**src/rtl/counter_pkg.sv**
```systemverilog
// Shared definitions for the counter family: state encoding and default width.
package counter_pkg;

    localparam int COUNTER_WIDTH = 8;

    // 2'd3 is unused; the timer treats it as illegal and falls back to IDLE.
    typedef enum logic [1:0] {
        ST_IDLE = 2'd0,
        ST_RUN  = 2'd1,
        ST_DONE = 2'd2
    } timer_state_e;

endpackage : counter_pkg

```
**src/rtl/down_counter_timer.sv**
```systemverilog
// Programmable down-counter/timer.
// Loads a start value, decrements on each en tick and pulses borrow_out on expiry.
// One-shot mode parks in DONE; periodic mode reloads from the captured start value.
//
// state   | meaning
// --------+------------------------------------------------------------
// ST_IDLE | stopped or never started; count holds, en ignored
// ST_RUN  | counting down on en; expiry at count==0 & en
// ST_DONE | one-shot expired; count holds at 0 until start/stop
module down_counter_timer
    import counter_pkg::*;
#(
    parameter int WIDTH = COUNTER_WIDTH
) (
    input  logic             clk,
    input  logic             rst,
    input  logic             start,
    input  logic             stop,
    input  logic             en,
    input  logic             periodic,
    input  logic [WIDTH-1:0] load_val,
    output logic [WIDTH-1:0] count,
    output logic             borrow_out,
    output logic             busy,
    output logic             done
);

    timer_state_e     state_q, state_d;
    logic [WIDTH-1:0] count_q, count_d;
    logic [WIDTH-1:0] reload_q, reload_d;
    logic             borrow_q, borrow_d;

    // Register state, count, reload value and the expiry pulse.
    always_ff @(posedge clk or posedge rst) begin
        if (rst) begin
            state_q  <= ST_IDLE;
            count_q  <= '0;
            reload_q <= '0;
            borrow_q <= 1'b0;
        end else begin
            state_q  <= state_d;
            count_q  <= count_d;
            reload_q <= reload_d;
            borrow_q <= borrow_d;
        end
    end

    // Next-state logic; priority is stop > start > en > hold.
    always_comb begin
        state_d  = state_q;
        count_d  = count_q;
        reload_d = reload_q;
        borrow_d = 1'b0;

        if (stop) begin
            state_d = ST_IDLE;
        end else if (start) begin
            // A restart never produces a borrow, even if it lands on an expiry.
            count_d  = load_val;
            reload_d = load_val;
            state_d  = ST_RUN;
        end else begin
            unique case (state_q)
                ST_RUN: begin
                    if (en) begin
                        if (count_q != '0) begin
                            count_d = count_q - WIDTH'(1);
                        end else begin
                            // Zero is the expiry point, so the decrement never wraps.
                            borrow_d = 1'b1;
                            if (periodic) begin
                                count_d = reload_q;
                            end else begin
                                state_d = ST_DONE;
                            end
                        end
                    end
                end
                ST_IDLE, ST_DONE: begin
                    state_d = state_q;
                end
                default: begin
                    state_d = ST_IDLE;
                end
            endcase
        end
    end

    assign count      = count_q;
    assign borrow_out = borrow_q;
    assign busy       = (state_q == ST_RUN);
    assign done       = (state_q == ST_DONE);

endmodule : down_counter_timer

```
**config.mk**
```make
export PLATFORM = sky130hd
export DESIGN_NAME = down_counter_timer
export DESIGN_NICKNAME = d
export VERILOG_FILES = /design/src/rtl/counter_pkg.sv /design/src/rtl/down_counter_timer.sv
export SDC_FILE = /design/constraint.sdc
export NUM_CORES = 1
export LEC_CHECK = 0
export CAP_MARGIN = 20
export CORE_MARGIN = 4
export CORE_UTILIZATION = 40
export DETAILED_ROUTE_END_ITERATION = 16
export DONT_BUFFER_PORTS = 1
export PLACE_DENSITY = 0.54
export SLEW_MARGIN = 0
export SYNTH_ARGS = -nofsm -noshare
export SYNTH_HDL_FRONTEND = slang
export SYNTH_SLANG_ARGS = --single-unit
```
**constraint.sdc**
```tcl
create_clock -name clk -period 2.3 [get_ports clk]
set_input_delay 0.23 -clock clk [delete_from_list [all_inputs] [get_ports clk]]
set_output_delay 0.23 -clock clk [all_outputs]
set_load 0.005 [all_outputs]
```
Word level (Yosys, flattened, before mapping)
Cells that the tools add are included.
Word-level totals
  ROM bits: 0
  RAM bits: 0
  bits of input ports: 14
  logic and storage cells: 37
  bits in latches: 0
  memories kept: 0
  register bits: 19
Operators by class
  $add $sub $neg: 1
  multipliers: 0
  $lt $le $gt $ge: 0
  shift operators: 0
  reductions and logical operators: 9
  divide/modulo/power cells: 0
  multiplexer cells: 16
  equal/unequal tests: 6
  bitwise logic cells: 1
Operator list (count)
  8-bit two-way mux: 5
  4-bit != test, second input constant: 3
  2-bit two-way mux: 5
  4-bit AND reduction: 2
  8-bit nonzero test: 1
  8-bit by 1-bit subtractor with 8-bit output, second input constant: 1
  1-bit two-way mux: 5
  2-bit one-hot mux with 2 select lines: 1
  2-bit nonzero test: 2
  3-bit != test, second input constant: 1
  3-bit nonzero test: 1
  2-bit by 1-bit == test with 1-bit output, second input constant: 1
  2-bit == test, second input constant: 1
  2-bit zero test: 1
  2-bit AND reduction: 1
  2-bit OR reduction: 1
  1-bit NOT: 1

Longest topological paths before layout
  depth after elaboration: 6
  gate-level depth with buffers: 9
  mapped depth without buffers: 6

Worst setup path before layout
OpenSTA, ideal clock, no wires.
  path kind: register -> register
  from: register count_q[0], in the netlist count[0]
  to: register count_q[3], in the netlist count[3]
  data required time: 2.175 ns
  path slack: -0.298 ns
  setup time: 0.125 ns
  path buffers: 3
  arrival time: 2.473 ns
  period minus slack after synthesis: 2.598 ns
  stages on the path, launching flop included: 10
  path through: dfrtp_1 -> inv_1 -> ha_1 -> or3b_2 -> clkbuf_1 -> or4_1 -> buf_2 -> and2_4 -> buf_6 -> mux2_4
Between the ends
  cells in the longest elaborated chain, start to end: 5
  elaborated cells between the ends (all ways): 8
  classes of those cells: 1 x add/sub; 4 x mux; 3 x reduce/logical
RTL lines
  start, declared: RTL line down_counter_timer.sv:29  | logic [WIDTH-1:0] count_q, count_d;
  start signal, assigned: RTL line down_counter_timer.sv:42  | count_q <= count_d;
  8-bit by 1-bit subtractor with 8-bit output or 8-bit nonzero test (tied branches): RTL line down_counter_timer.sv:67, down_counter_timer.sv:66
  8-bit two-way mux: RTL line down_counter_timer.sv:66  | if (count_q != '0) begin
  8-bit two-way mux: RTL line down_counter_timer.sv:65  | if (en) begin
  8-bit two-way mux: RTL line down_counter_timer.sv:63  | unique case (state_q)
  8-bit two-way mux: RTL line down_counter_timer.sv:57  | end else if (start) begin
Several ways; a longest one is shown, not always the timed one. The select of a mux whose other input is x is not followed.
A chain may end at the register's enable or synchronous reset.

Worst setup path after layout
  from: register count_q[1], in the netlist count[1]
  to: register count_q[3], in the netlist count[3]
Same word-level chain as after synthesis.

==> results.md <==
Status:
- The run finished with clean final reports.

Placed design:
- The final weighted congestion of routability-driven global placement is 0.7956.
- The number of buffer cells added on primary ports is 0.
- The HPWL reported at the end of detailed placement is 2150 µm.

Clocking:
- The H-tree level count is 1.
- The total CTS buffers is 3.
- The clock latency at the later pin of the worst-skew pair is 300 ps.
- TritonCTS built the clock tree.
- For this design, the sink count on the clock tree is 19.
- The CTS root buffer is sky130_fd_sc_hd__clkbuf_4.
- After clock tree synthesis, the clock-pin slew on the worst setup and hold paths is 110 ps.
- The clock passes through at most 2 buffers.

Logic synthesis:
- In the synthesized netlist the async set-or-reset flop fraction comes to 100.0%.
- The cell area that synthesis handed to floorplanning was 1137 µm².
- The yosys synthesis warning count is 0.
- The dominant synthesized flop cell is sky130_fd_sc_hd__dfrtp_1.
- The average instance in the mapped netlist occupies 9.638 µm².
- Synthesis produced 118 cells.
- The number of nets in the synthesized netlist is 134.
- The distinct cell type count of the synthesized netlist is 40.
- Of the synthesized area, sequential elements account for 41.80%.
- The number of synthesized flops with an enable pin is 0.
- The post-synthesis register bit count is 19.

Die:
- In this run the standard cell core region covers 2734 µm².
- The floorplan step defined a die boundary enclosing 3761 µm².
- The floorplan has 19 rows.
- For this configuration, the core starts out at a cell density of 41.60%.
- The I/O pin total is 25.
- The y dimension of the die is 61.33 µm.
- In this run the horizontal extent of the chip is 61.33 µm.

Worst setup path:
- The type of element capturing the critical path is a flop.
- The critical path required time is 2500 ps.
- The largest driver fanout on the critical path is 6.
- The startpoint-to-endpoint class of the critical path is flop to flop.
- Walking the worst path, the cells encountered are inv_1 -> ha_2 -> or3b_4 -> or4_4 -> and2_4 -> mux2_4.
- The critical path starts at count[1]$_DFFE_PP0P_.
- Among cell families on the critical path, the largest total delay comes from simple AND/OR/NAND/NOR gates.
- The largest individual stage delay along the critical path comes from the cell sky130_fd_sc_hd__or4_4.
- The worst setup path is launched from a flop.
- For the worst setup path, the data arrival time is 2400 ps.
- In this design, the stage delay of the slowest critical-path cell is 500 ps.
- The startpoint identified for the worst register-to-register timing path is count[1]$_DFFE_PP0P_.
- The buffers plus inverters on the worst setup path is 1.

STA:
- For the final routed database, the setup TNS stands at 0 ps.
- Static timing analysis puts the maximum clock frequency at 454.3 MHz.
- Setup repair after global routing left no endpoint under its margin.
- The final hold violation count is 0.
- Measured against its own limit, the worst slew margin works out to 49.87%.
- The worst path needs 2201 ps of the cycle, external delays included.
- For the pin with the worst max-slew slack, the measured transition is 751.1 ps.
- The final count of pins violating max slew is 0.
- After layout, the worst path uses 95.71% of the clock period.
- The clock arrives with 4.594 ps of skew.
- The total setup violations reported at the end of the flow is 0.

Global route:
- The final global-route overflow total is 0.
- The number of antenna violations at the first check in global routing is 0.
- The combined global-route utilization of all metal layers is 17.36%.
- The pin count of the biggest net entering global routing is 20.
- The first global-routing pass estimated 4705 µm of wire.
- The via count of the first global-routing pass came to 966.

Route:
- The post-route met1 wirelength is 1291 µm.
- The routed design has 2873 µm of wire.
- For this run, design rule violations remaining after detail routing come to 0.
- The vias per cell is 5.956.
- The detailed router's first-iteration violation count is 35.
- Dividing the detail-routed wire length by the instance count gives 18.07 µm.
- Wire segments on met3 add up to 253 µm in the final route.
- The uppermost layer routed is met4.
- Summed over all nets, wire length on met2 after detailed routing comes to 1310 µm.
- The routed via count is 947.
- The count of nets left with antenna violations once routing finished came out at 0.
- The first TritonRoute pass finished after 4 iterations.

Layout:
- The number of antenna diodes is 0.
- Compared with the post-synthesis result, the final layout area differs by 12.21%.
- The layout has 262 filler cells.
- In the layout the commonest cells are sky130_fd_sc_hd__dfrtp_1, sky130_fd_sc_hd__a21oi_1, sky130_fd_sc_hd__buf_4, sky130_fd_sc_hd__mux2_2, sky130_fd_sc_hd__inv_1.
- In the final layout, the share of cells above drive strength 1 is 23.44%.
- The library cell used most frequently in the layout, excluding fill and tap cells, is sky130_fd_sc_hd__dfrtp_1.
- For this run, the share of the core covered by cells in the final layout is 46.68%.
- The number of nets at the end of the flow is 145.

Job:
- Across the run, the number of max-cap violations was 0.

Power:
- Power spread over the standard cell area amounts to 702.5 nW/µm².
- The maximum VDD drop is 0.6253 mV.
- For this design the static power due to leakage is 0.5153 nW.
- The completed layout was analyzed and its total power is 896.5 µW.

Min path:
- The startpoint identified for the worst hold timing path is start.
- The path type of the worst min-delay path is input pin to flop.
==> cells in the mapped netlist, drive strengths merged, types with 3 or more instances <==
master	n	area, µm²
mux2	10	116.4
nor3	6	30.03
a21oi	12	60.06
a31oi	5	31.28
buf	5	36.28
nand2	5	18.77
xnor2	3	26.28
clkbuf	3	11.26
nor4	3	18.77
nor2	6	22.52
inv	8	30.03
dfrtp	19	475.5
==> registers in the layout (all words and copies together) (netlist names) <==
| name | cells |
|---|---|
| count | 8 |
| reload_q | 8 |
| state_q | 2 |
| borrow_out | 1 |
==> worst paths after layout <==
kind	endpoint	slack [ps]	depth (start not counted)
worst min-delay path	state_q[0]$_DFFE_PP0P_	50	2
worst min register to register	reload_q[2]$_DFFE_PP0P_	520	1
worst max-delay path	count[3]$_DFFE_PP0P_	100	6
min in group asynchronous	borrow_out$_DFF_PP0_	490	2
max in group asynchronous	count[1]$_DFFE_PP0P_	1340	2
worst max register to register	count[3]$_DFFE_PP0P_	100	6
==> cell families (layout without fill, tap and decap cells) <==
| group | count (synthesis) | count (layout) | share of synthesized area [%] |
|---|---|---|---|
| adders and majority gates | 2 | 2 | 2.200 |
| muxes | 10 | 10 | 10.23 |
| AOI/OAI and AO/OA | 34 | 34 | 20.02 |
| and+or+nand+nor | 34 | 34 | 16.61 |
| xor gates and xnor gates | 3 | 3 | 2.311 |
| DFF | 19 | 19 | 41.80 |
| buffers and inverters | 16 | 26 | 6.820 |
==> power breakdown <==
group	switching, mW	internal, mW
clock network	0.106	0.0676
registers	0.0484	0.385
logic	0.144	0.146
==> cell type report <==
type	instances	area (µm²)	share of cell area [%]
Inverter	8	30.03	2.353
Clock buffer	4	26.28	2.059
Sequential cell	19	475.5	37.26
Multi-Input combinational cell	83	593.1	46.47
Timing Repair Buffer	14	112.6	8.824
Tap cell	31	38.79	3.039
==> layer usage <==
layer | GRT usage, % | vias to the layer above
li1 | - | 458
met1 | 23.58 | 451
met2 | 26.59 | 36
met3 | 5.660 | 2
met4 | 4.644 | 0
met5 | 0 | -
==> timing repair <==
item / 4_1_cts / 5_1_grt
buffers inserted: 0 / 0
endpoints found under the hold margin: 22 / 0
hold buffers: 3 / 0
resized for setup: 0 / 0
==> through the flow <==
step,hold slack (ps),cell area (µm²),worst slack [ps],cells
floorplan,181.1,1162,-205.9,118
global placement,296.6,1220,172.8,152
detailed placement,294.0,1220,117.0,152
CTS,40.48,1276,91.70,159
global route,37.44,1276,27.36,159
finish,52.00,1276,98.58,159
No activity file was read; power rests on OpenSTA's default activity.
